<file path="src/rtl/io_bus_bridge.sv">
// Memory-mapped I/O window: LEDs, seven-segment digits, synced switches, debounced buttons, timer.
// Reads are combinational from registered state, writes commit on the edge; the bus never stalls.
module io_bus_bridge #(
    parameter int                   ADDRWIDTH    = 32,
    parameter int                   DATAWIDTH    = 32,
    parameter int                   N_LED        = 36,
    parameter int                   N_SW         = 36,
    parameter int                   N_BTN        = 20,
    parameter logic [ADDRWIDTH-1:0] IO_BASE      = 32'hF000_0000,
    parameter int                   DEBOUNCE_CYC = 16
) (
    input  logic                 iClk,
    input  logic                 iReset_n,
    input  logic [ADDRWIDTH-1:0] iAB,
    input  logic                 iWR,
    input  logic                 iRD,
    input  logic [DATAWIDTH-1:0] iWriteData,
    output logic [DATAWIDTH-1:0] oReadData,
    output logic                 oSel,
    input  logic [N_SW-1:0]      iSW,
    input  logic [N_BTN-1:0]     iBTN,
    output logic [N_LED-1:0]     oLED,
    output logic [7:0]           oSSLED0,
    output logic [7:0]           oSSLED1,
    output logic [7:0]           oSSLED2,
    output logic [7:0]           oSSLED3,
    output logic [7:0]           oSSLED4,
    output logic [7:0]           oSSLED5,
    output logic [7:0]           oSSLED6,
    output logic [7:0]           oSSLED7
);

    localparam int                CNT_W   = $clog2(DEBOUNCE_CYC);
    localparam logic [CNT_W-1:0]  CNT_MAX = CNT_W'(DEBOUNCE_CYC - 1);

    localparam logic [9:0] OFS_LED_LO   = 10'h000;
    localparam logic [9:0] OFS_LED_HI   = 10'h001;
    localparam logic [9:0] OFS_SW_LO    = 10'h002;
    localparam logic [9:0] OFS_SW_HI    = 10'h003;
    localparam logic [9:0] OFS_BTN      = 10'h004;
    localparam logic [9:0] OFS_BTN_EDGE = 10'h005;
    localparam logic [9:0] OFS_SEG_HEX  = 10'h006;
    localparam logic [9:0] OFS_SEG_CTRL = 10'h007;
    localparam logic [9:0] OFS_SEG_RAW0 = 10'h008;
    localparam logic [9:0] OFS_SEG_RAW1 = 10'h009;
    localparam logic [9:0] OFS_TIMER    = 10'h00A;

    logic [9:0] offset;
    logic       wr_en;
    logic [1:0] unused_addr;

    logic [N_LED-1:0]            led_q, led_d;
    logic [N_SW-1:0]             sw_meta_q, sw_sync_q;
    logic [N_BTN-1:0]            btn_meta_q, btn_sync_q;
    logic [N_BTN-1:0]            btn_db_q, btn_db_d;
    logic [N_BTN-1:0]            btn_edge_q, btn_edge_d;
    logic [N_BTN-1:0]            edge_clr;
    logic [N_BTN-1:0][CNT_W-1:0] cnt_q, cnt_d;
    logic [31:0]                 seg_hex_q, seg_hex_d;
    logic [16:0]                 seg_ctrl_q, seg_ctrl_d;
    logic [63:0]                 seg_raw_q, seg_raw_d;
    logic [31:0]                 timer_q, timer_d;
    logic [7:0][7:0]             seg_out_q, seg_out_d;
    logic [63:0]                 led_pad, sw_pad;
    logic [31:0]                 rdata;

    assign oSel        = (iAB[ADDRWIDTH-1:12] == IO_BASE[ADDRWIDTH-1:12]);
    assign offset      = iAB[11:2];
    assign wr_en       = iWR & oSel;
    assign unused_addr = iAB[1:0];

    function automatic logic [6:0] hex7(input logic [3:0] n);
        logic [6:0] s;
        case (n)
            4'h0: s = 7'h3F;
            4'h1: s = 7'h06;
            4'h2: s = 7'h5B;
            4'h3: s = 7'h4F;
            4'h4: s = 7'h66;
            4'h5: s = 7'h6D;
            4'h6: s = 7'h7D;
            4'h7: s = 7'h07;
            4'h8: s = 7'h7F;
            4'h9: s = 7'h6F;
            4'hA: s = 7'h77;
            4'hB: s = 7'h7C;
            4'hC: s = 7'h39;
            4'hD: s = 7'h5E;
            4'hE: s = 7'h79;
            default: s = 7'h71;
        endcase
        return s;
    endfunction

    // Bus writes; the timer increments unless this cycle loads it.
    always_comb begin
        led_d      = led_q;
        seg_hex_d  = seg_hex_q;
        seg_ctrl_d = seg_ctrl_q;
        seg_raw_d  = seg_raw_q;
        timer_d    = timer_q + 32'd1;
        edge_clr   = '0;
        if (wr_en) begin
            case (offset)
                OFS_LED_LO:   led_d[31:0]       = iWriteData[31:0];
                OFS_LED_HI:   led_d[N_LED-1:32] = iWriteData[N_LED-33:0];
                OFS_BTN_EDGE: edge_clr          = iWriteData[N_BTN-1:0];
                OFS_SEG_HEX:  seg_hex_d         = iWriteData[31:0];
                OFS_SEG_CTRL: seg_ctrl_d        = iWriteData[16:0];
                OFS_SEG_RAW0: seg_raw_d[31:0]   = iWriteData[31:0];
                OFS_SEG_RAW1: seg_raw_d[63:32]  = iWriteData[31:0];
                OFS_TIMER:    timer_d           = iWriteData[31:0];
                default: ;
            endcase
        end
    end

    // A synced value differing from the debounced level counts up; any return to
    // the debounced level (i.e. any bounce) restarts the count from zero.
    always_comb begin
        btn_db_d = btn_db_q;
        cnt_d    = '0;
        for (int k = 0; k < N_BTN; k++) begin
            if (btn_sync_q[k] != btn_db_q[k]) begin
                if (cnt_q[k] == CNT_MAX) begin
                    btn_db_d[k] = btn_sync_q[k];
                end else begin
                    cnt_d[k] = cnt_q[k] + 1'b1;
                end
            end
        end
        btn_edge_d = (btn_edge_q & ~edge_clr) | (btn_db_d & ~btn_db_q);
    end

    // Digit drive is computed from next-state config so it lands with the write.
    always_comb begin
        seg_out_d = '0;
        for (int k = 0; k < 8; k++) begin
            if (seg_ctrl_d[16]) begin
                seg_out_d[k] = seg_raw_d[8*k +: 8];
            end else if (seg_ctrl_d[k]) begin
                seg_out_d[k] = {seg_ctrl_d[8+k], hex7(seg_hex_d[4*k +: 4])};
            end
        end
    end

    always_ff @(posedge iClk or negedge iReset_n) begin
        if (!iReset_n) begin
            led_q      <= '0;
            sw_meta_q  <= '0;
            sw_sync_q  <= '0;
            btn_meta_q <= '0;
            btn_sync_q <= '0;
            btn_db_q   <= '0;
            btn_edge_q <= '0;
            cnt_q      <= '0;
            seg_hex_q  <= '0;
            seg_ctrl_q <= '0;
            seg_raw_q  <= '0;
            timer_q    <= '0;
            seg_out_q  <= '0;
        end else begin
            led_q      <= led_d;
            sw_meta_q  <= iSW;
            sw_sync_q  <= sw_meta_q;
            btn_meta_q <= iBTN;
            btn_sync_q <= btn_meta_q;
            btn_db_q   <= btn_db_d;
            btn_edge_q <= btn_edge_d;
            cnt_q      <= cnt_d;
            seg_hex_q  <= seg_hex_d;
            seg_ctrl_q <= seg_ctrl_d;
            seg_raw_q  <= seg_raw_d;
            timer_q    <= timer_d;
            seg_out_q  <= seg_out_d;
        end
    end

    assign led_pad = 64'(led_q);
    assign sw_pad  = 64'(sw_sync_q);

    always_comb begin
        rdata = '0;
        if (iRD && oSel) begin
            case (offset)
                OFS_LED_LO:   rdata = led_pad[31:0];
                OFS_LED_HI:   rdata = led_pad[63:32];
                OFS_SW_LO:    rdata = sw_pad[31:0];
                OFS_SW_HI:    rdata = sw_pad[63:32];
                OFS_BTN:      rdata = 32'(btn_db_q);
                OFS_BTN_EDGE: rdata = 32'(btn_edge_q);
                OFS_SEG_HEX:  rdata = seg_hex_q;
                OFS_SEG_CTRL: rdata = 32'(seg_ctrl_q);
                OFS_SEG_RAW0: rdata = seg_raw_q[31:0];
                OFS_SEG_RAW1: rdata = seg_raw_q[63:32];
                OFS_TIMER:    rdata = timer_q;
                default: ;
            endcase
        end
    end

    assign oReadData = rdata;
    assign oLED      = led_q;
    assign oSSLED0   = seg_out_q[0];
    assign oSSLED1   = seg_out_q[1];
    assign oSSLED2   = seg_out_q[2];
    assign oSSLED3   = seg_out_q[3];
    assign oSSLED4   = seg_out_q[4];
    assign oSSLED5   = seg_out_q[5];
    assign oSSLED6   = seg_out_q[6];
    assign oSSLED7   = seg_out_q[7];

endmodule

</file>
<file path="config.mk">
export PLATFORM = sky130hd
export DESIGN_NAME = io_bus_bridge
export DESIGN_NICKNAME = d
export VERILOG_FILES = /design/src/rtl/io_bus_bridge.sv
export SDC_FILE = /design/constraint.sdc
export NUM_CORES = 1
export LEC_CHECK = 0
export ABC_CLOCK_PERIOD_IN_PS = 5300
export BUFFER_PORTS_ARGS = -buffer_cell sky130_fd_sc_hd__clkbuf_2
export CORE_UTILIZATION = 30
export DETAILED_ROUTE_END_ITERATION = 8
export PLACE_DENSITY_LB_ADDON = 0.3
export SYNTH_ARGS = -nofsm -noshare
export SYNTH_HDL_FRONTEND = slang
export SYNTH_SLANG_ARGS = --single-unit
</file>
<file path="constraint.sdc">
create_clock -name iClk -period 5.3 [get_ports iClk]
set_input_delay 0.53 -clock iClk [delete_from_list [all_inputs] [get_ports iClk]]
set_output_delay 0.53 -clock iClk [all_outputs]
set_load 0.01 [all_outputs]
</file>
==> impl_metrics.env, run 1 <==
export IMPL_drt_initial_drc_count=1535
export IMPL_grt_pass1_wl_microns=118300
export IMPL_max_vdd_ir_drop_uv=231.8
export IMPL_areaGrowthSynthToFinish_pct=20.75
export IMPL_cts_resized_gates=0
export IMPL_cts_sinks=477
export IMPL_fin_crit_sh=0.7360
export IMPL_critPathKind="input pin to output pin"
export IMPL_gp_congestion=0.8916
export IMPL_syn_area_sq_um=22580
export IMPL_grt_pass1_vias=18370
export IMPL_synthFlopType="dfrtp_1"
export IMPL_fmax_ghz=0.2564
export IMPL_fin_cells=3300
export IMPL_reg2reg_to="timer_q[22]"
export IMPL_dieArea_sq_um=76350
export IMPL_setup_tns_final_ns=0
export IMPL_worstSetupStartpoint="iAB[7]"
export IMPL_final_common_cell="dfrtp_1"
export IMPL_cts_buffer_depth=3
export IMPL_cp_cell_sequence="clkbuf_2 -> or4_4 -> nor3_4 -> buf_4 -> a222oi_1 -> a21oi_1 -> clkbuf_2"
export IMPL_vias=17770
export IMPL_holdPathEnd="sw_meta_q[28]"
export IMPL_ys_warn_count=0
export IMPL_start_util=0.3032
export IMPL_cp_end_kind="output pin"
export IMPL_clk_pin_slew_ns=0.06
export IMPL_r2r_slack_ns=2.78
export IMPL_synth_area_per_cell_sq_um=11.18
export IMPL_nets=2471
export IMPL_slew_viol_final=0
export IMPL_worstPathRequired_ns=4.77
export IMPL_power_leakage_nw=12.72
export IMPL_total_power_mw=8.103
export IMPL_cpMaxStageDelayCell="nor3_4"
export IMPL_fin_crit_ns=3.901
export IMPL_ys_ff_latch=477
export IMPL_cp_max_fo=18
export IMPL_insertion_delay_ns=0.62
export IMPL_remaining_drc_errors=0
export IMPL_cts_buffers=54
export IMPL_fin_skew_ns=0.03895
export IMPL_tritoncts="built"
export IMPL_io_buffers=254
export IMPL_grt_setup_unrepaired="no"
export IMPL_p_per_area_nw_per_um2=297.3
export IMPL_dp_hpwl_microns=55410
export IMPL_arrival_ns=3.37
export IMPL_fin_area_sq_um=27260
export IMPL_core_area_sq_um=74450
export IMPL_antenna_cells=0
export IMPL_worst_pin_slew_ns=1.143
export IMPL_hold_path_depth=1
export IMPL_synth_nets=2200
export IMPL_dp_cells=3165
export IMPL_setup_viol=0
export IMPL_num_rows=100
export IMPL_worst_r2r_path_depth=7
export IMPL_place_area_sq_um=24980
export IMPL_postCtsSetupRepairBufs=0
export IMPL_synth_edff_count=0
export IMPL_grt_max_degree=114
export IMPL_grt_total_usage=0.2040
export IMPL_crit_top_cell="clkbuf_2"
export IMPL_cts_root_buf="clkbuf_16"
export IMPL_hold_start="iSW[28]"
export IMPL_h_tree_depth=2
export IMPL_ioPinCount=257
export IMPL_die_w_microns=276.3
export IMPL_startpoint_type="input pin"
export IMPL_wl_per_cell_microns=23.85
export IMPL_hold_viol=0
export IMPL_drive_gt1_frac=0.2295
export IMPL_dr_pass1_iters=7
export IMPL_yosysUniqueCellTypes=82
export IMPL_antenna_found_initial=8
export IMPL_gr_total_overflow=0
export IMPL_die_h_microns=276.3
export IMPL_viasPerCell=5.386
export IMPL_ant_nets=0
export IMPL_drt_total_wl_microns=78690
export IMPL_cap_violations=0
export IMPL_maxSlewHeadroom=0.2359
export IMPL_synthArstFlopShare=1.000
export IMPL_mostFrequentLayoutCells="dfrtp_1, clkbuf_2, nand2_1, a21oi_1, mux2_2"
export IMPL_hold_class="input pin to flop"
export IMPL_cpPeakStageDelay_ns=0.97
export IMPL_ys_seq_area_frac=0.5287
export IMPL_status="completed"
export IMPL_syn_inst=2019
export IMPL_timing_rr_start="timer_q[0]"
==> synthesized netlist by cell type, drive strengths merged (10+ instances only) <==
master	number	area (sq um)
a211oi	10	75.07
a21o	23	172.7
a21oi	120	600.6
a221oi	20	175.2
a222oi	56	560.5
a22o	17	148.9
a22oi	18	135.1
a31oi	19	118.9
and2	15	93.84
and3	30	187.7
buf	33	191.4
clkbuf	87	329.1
dfrtp	477	11940
ha	57	713.2
inv	97	364.1
mux2	113	1276
mux2i	73	750.7
nand2	132	495.5
nand2b	22	137.6
nand3	51	267.8
nand3b	11	82.58
nand4	17	136.4
nand4b	20	175.2
nor2	94	352.8
nor2b	44	275.3
nor3	39	222.7
nor3b	42	315.3
nor4	13	102.6
o21ai	51	255.2
o2bb2ai	26	227.7
o32ai	11	96.34
xnor2	52	455.4
xor2	18	157.7
==> registers in the layout, summed over array words and instances, names as in the netlist <==
signal	count
seg_ctrl_q	17
sw_meta_q	36
btn_meta_q	20
cnt_q	80
oSSLED5	8
oSSLED2	8
seg_raw_q	64
oSSLED7	8
oLED	36
btn_edge_q	20
btn_db_q	20
oSSLED6	8
oSSLED4	8
timer_q	32
sw_sync_q	36
oSSLED0	8
seg_hex_q	32
oSSLED1	8
oSSLED3	8
btn_sync_q	20
==> worst max-delay path by stage <==
stage / endpoint / slack (ns) / cells after the start
after detailed placement: oSSLED1[3] / 0.93 / 12
final: oReadData[23] / 1.40 / 7
after CTS: oReadData[23] / 1.38 / 7
after global routing: oReadData[31] / 1.33 / 7
after global placement: oSSLED4[5] / 1.02 / 10
after floorplan: oSSLED0[3] / 1.51 / 14
==> worst max-delay path: cells and delay by family <==
family / cells / cell delay [ns]
simple gates: 2 / 1.66
buf+inv: 3 / 0.68
compound gates: 2 / 0.48
==> layout make-up <==
cell class,count,area [sq um]
clock inverters,25,344.1
inverters,97,364.1
repair buffers,335,2034
clock buffers,72,1560
flip-flops and latches,477,11940
multi-input cells,1325,9808
well taps,969,1212
fillers,7259,47190
==> cells by family after synthesis <==
family	synth area share
compound gates	0.1468
simple gates	0.1367
fa+ha+maj	0.03159
xor+xnor	0.02716
mux	0.08979
buf+inv	0.03918
flops	0.5287
==> where the power goes <==
part           internal [mW]  switching (mW)  total, mW
sequential              3.72          0.0626       3.79
combinational          0.122           0.211      0.333
clock                   2.41            1.58       3.98
==> stage by stage <==
step,hold slack [ns],setup slack [ns],util
2_1_floorplan,0.2344,1.509,-
3_3_place_gp,0.3373,1.016,0.3355
3_5_place_dp,0.3347,0.9274,0.3355
4_1_cts,0.0004949,1.381,0.3662
5_1_grt,0.01146,1.328,0.3662
6_report,0.03320,1.399,0.3662
==> per-layer routing <==
metal,routed length [microns],track usage
met5,56,0
met4,2241,0.06589
met3,4670,0.03338
met2,37230,0.3291
met1,34490,0.2783
==> what timing repair did <==
item | 4_1_cts | 5_1_grt
hold buffers | 38 | 0
hold endpoints to repair | 115 | 0
endpoints found under the setup margin | 0 | 0
Note: power is estimated with default switching activity, not from simulation.
==> run 2: changes to the inputs <==
- ABC_CLOCK_PERIOD_IN_PS: 5300 -> 3290
- clock period: 5.3 -> 3.29 ns (I/O delays scaled with it)
==> impl_metrics.env, run 2 (synthesis gave the netlist of run 1 again) <==
export IMPL_whs_ns=0.08284
export IMPL_arrival_ns=2.75
export IMPL_dieArea_sq_um=76350
export IMPL_timing_rr_start="timer_q[14]"
export IMPL_fmax_ghz=0.3249
export IMPL_preCtsSetupSlack_ns=-0.1591
export IMPL_die_w_microns=276.3
export IMPL_tritoncts="built"
export IMPL_setup_viol=0
export IMPL_final_util=0.3808
export IMPL_hold_start="iWriteData[29]"
export IMPL_vias=18010
export IMPL_cts_root_buf="clkbuf_16"
export IMPL_total_power_mw=13.29
export IMPL_maxSlewHeadroom=0.4998
export IMPL_antenna_found_initial=6
export IMPL_areaGrowthSynthToFinish_pct=25.56
export IMPL_viasPerCell=5.292
export IMPL_clk_pin_slew_ns=0.06
export IMPL_worst_pin_slew_ns=0.7503
export IMPL_largest_register="cnt_q"
export IMPL_num_rows=100
export IMPL_fin_crit_sh=0.9355
export IMPL_worstPathRequired_ns=2.96
export IMPL_cp_max_fo=12
export IMPL_gr_total_overflow=0
export IMPL_ioPinCount=257
export IMPL_p_per_area_nw_per_um2=469.0
export IMPL_die_h_microns=276.3
export IMPL_grt_pass1_wl_microns=120400
export IMPL_cp_end_kind="output pin"
export IMPL_grt_max_degree=86
export IMPL_ff_latch_area_sq_um=11940
export IMPL_wl_per_cell_microns=23.63
export IMPL_fin_area_sq_um=28350
export IMPL_nets=2569
export IMPL_cap_violations=0
export IMPL_grt_pass1_vias=18590
export IMPL_hold_class="input pin to flop"
export IMPL_setup_tns_final_ns=0
export IMPL_mostFrequentLayoutCells="dfrtp_1, clkbuf_2, nand2_1, a21oi_1, mux2_2"
export IMPL_drt_total_wl_microns=80410
export IMPL_cts_buffers=54
export IMPL_drive_gt1_frac=0.2548
export IMPL_startpoint_type="input pin"
export IMPL_largest_reg_flops=80
export IMPL_dp_cells=3244
export IMPL_grt_setup_unrepaired="no"
export IMPL_io_buffers=254
export IMPL_power_leakage_nw=13.25
export IMPL_drt_initial_drc_count=1665
export IMPL_h_tree_depth=2
export IMPL_final_common_cell="dfrtp_1"
export IMPL_nFillCells=7227
export IMPL_grt_total_usage=0.2079
export IMPL_start_util=0.3032
export IMPL_setup_ws_ns=0.2121
export IMPL_cts_buffer_depth=3
export IMPL_postCtsSetupRepairBufs=0
export IMPL_place_area_sq_um=25810
export IMPL_insertion_delay_ns=0.62
export IMPL_critPathKind="input pin to output pin"
export IMPL_gp_congestion=0.8660
export IMPL_multi_input_area_sq_um=9837
export IMPL_max_vdd_ir_drop_uv=365.8
export IMPL_cts_resized_gates=0
export IMPL_slew_viol_final=0
export IMPL_remaining_drc_errors=0
export IMPL_core_area_sq_um=74450
export IMPL_dp_hpwl_microns=57850
export IMPL_largest_registers="cnt_q x80, seg_raw_q x64"
export IMPL_hold_viol=0
export IMPL_dr_pass1_iters=8
export IMPL_cts_sinks=477
export IMPL_worstSetupStartpoint="iAB[7]"
export IMPL_fin_crit_ns=3.078
export IMPL_status="completed"
export IMPL_fin_cells=3403
export IMPL_fin_skew_ns=0.02319
export IMPL_ant_nets=0
run 2: final cells by class:
type | count | share of cell area
sequential | 477 | 0.4211
multi-input combinational | 1325 | 0.3470
timing repair buffer | 433 | 0.1069
clock buffer | 72 | 0.05548
tap | 969 | 0.04277
clock inverter | 29 | 0.01377
inverter | 97 | 0.01284
antenna | 1 | 0.00008828
run 2: final timing paths:
path	endpoint	slack, ns	cells after the start
setup / recovery	oReadData[15]	0.21	8
setup reg to reg	timer_q[31]	1.09	6
min in group asynchronous	btn_sync_q[2]	0.36	2
hold / removal	timer_q[29]	0.08	3
hold reg to reg	sw_sync_q[30]	0.34	0
max in group asynchronous	cnt_q[58]	2.04	3
run 2: worst max-delay path, stage by stage:
cell and delay (ns):
clkbuf_2 0.08, or4_4 0.57, buf_4 0.23, nor4b_4 0.49, buf_4 0.33, a22oi_1 0.12
a31oi_1 0.37, clkbuf_2 0.21
run 2: what timing repair did:
action                                 in CTS  in global routing
endpoints found under the hold margin     132                  0
setup endpoints to repair                   0                  0
hold buffers                               57                  0
run 2: power breakdown:
part           leakage (nW)  switching [mW]  internal, mW
clock network         0.962            2.62          4.00
logic                  5.98           0.350         0.222
registers              6.31          0.0997          6.00
total                  13.3            3.07          10.2
run 2: metal layers:
metal | track usage | wire [microns] | vias to the layer above | share of wire
li1 | - | - | 8140 | -
met1 | 0.2824 | 35490 | 9166 | 0.44
met2 | 0.3450 | 38500 | 574 | 0.48
met3 | 0.03101 | 4454 | 121 | 0.055
met4 | 0.05400 | 1903 | 8 | 0.024
met5 | 0 | 53 | - | 0.00066
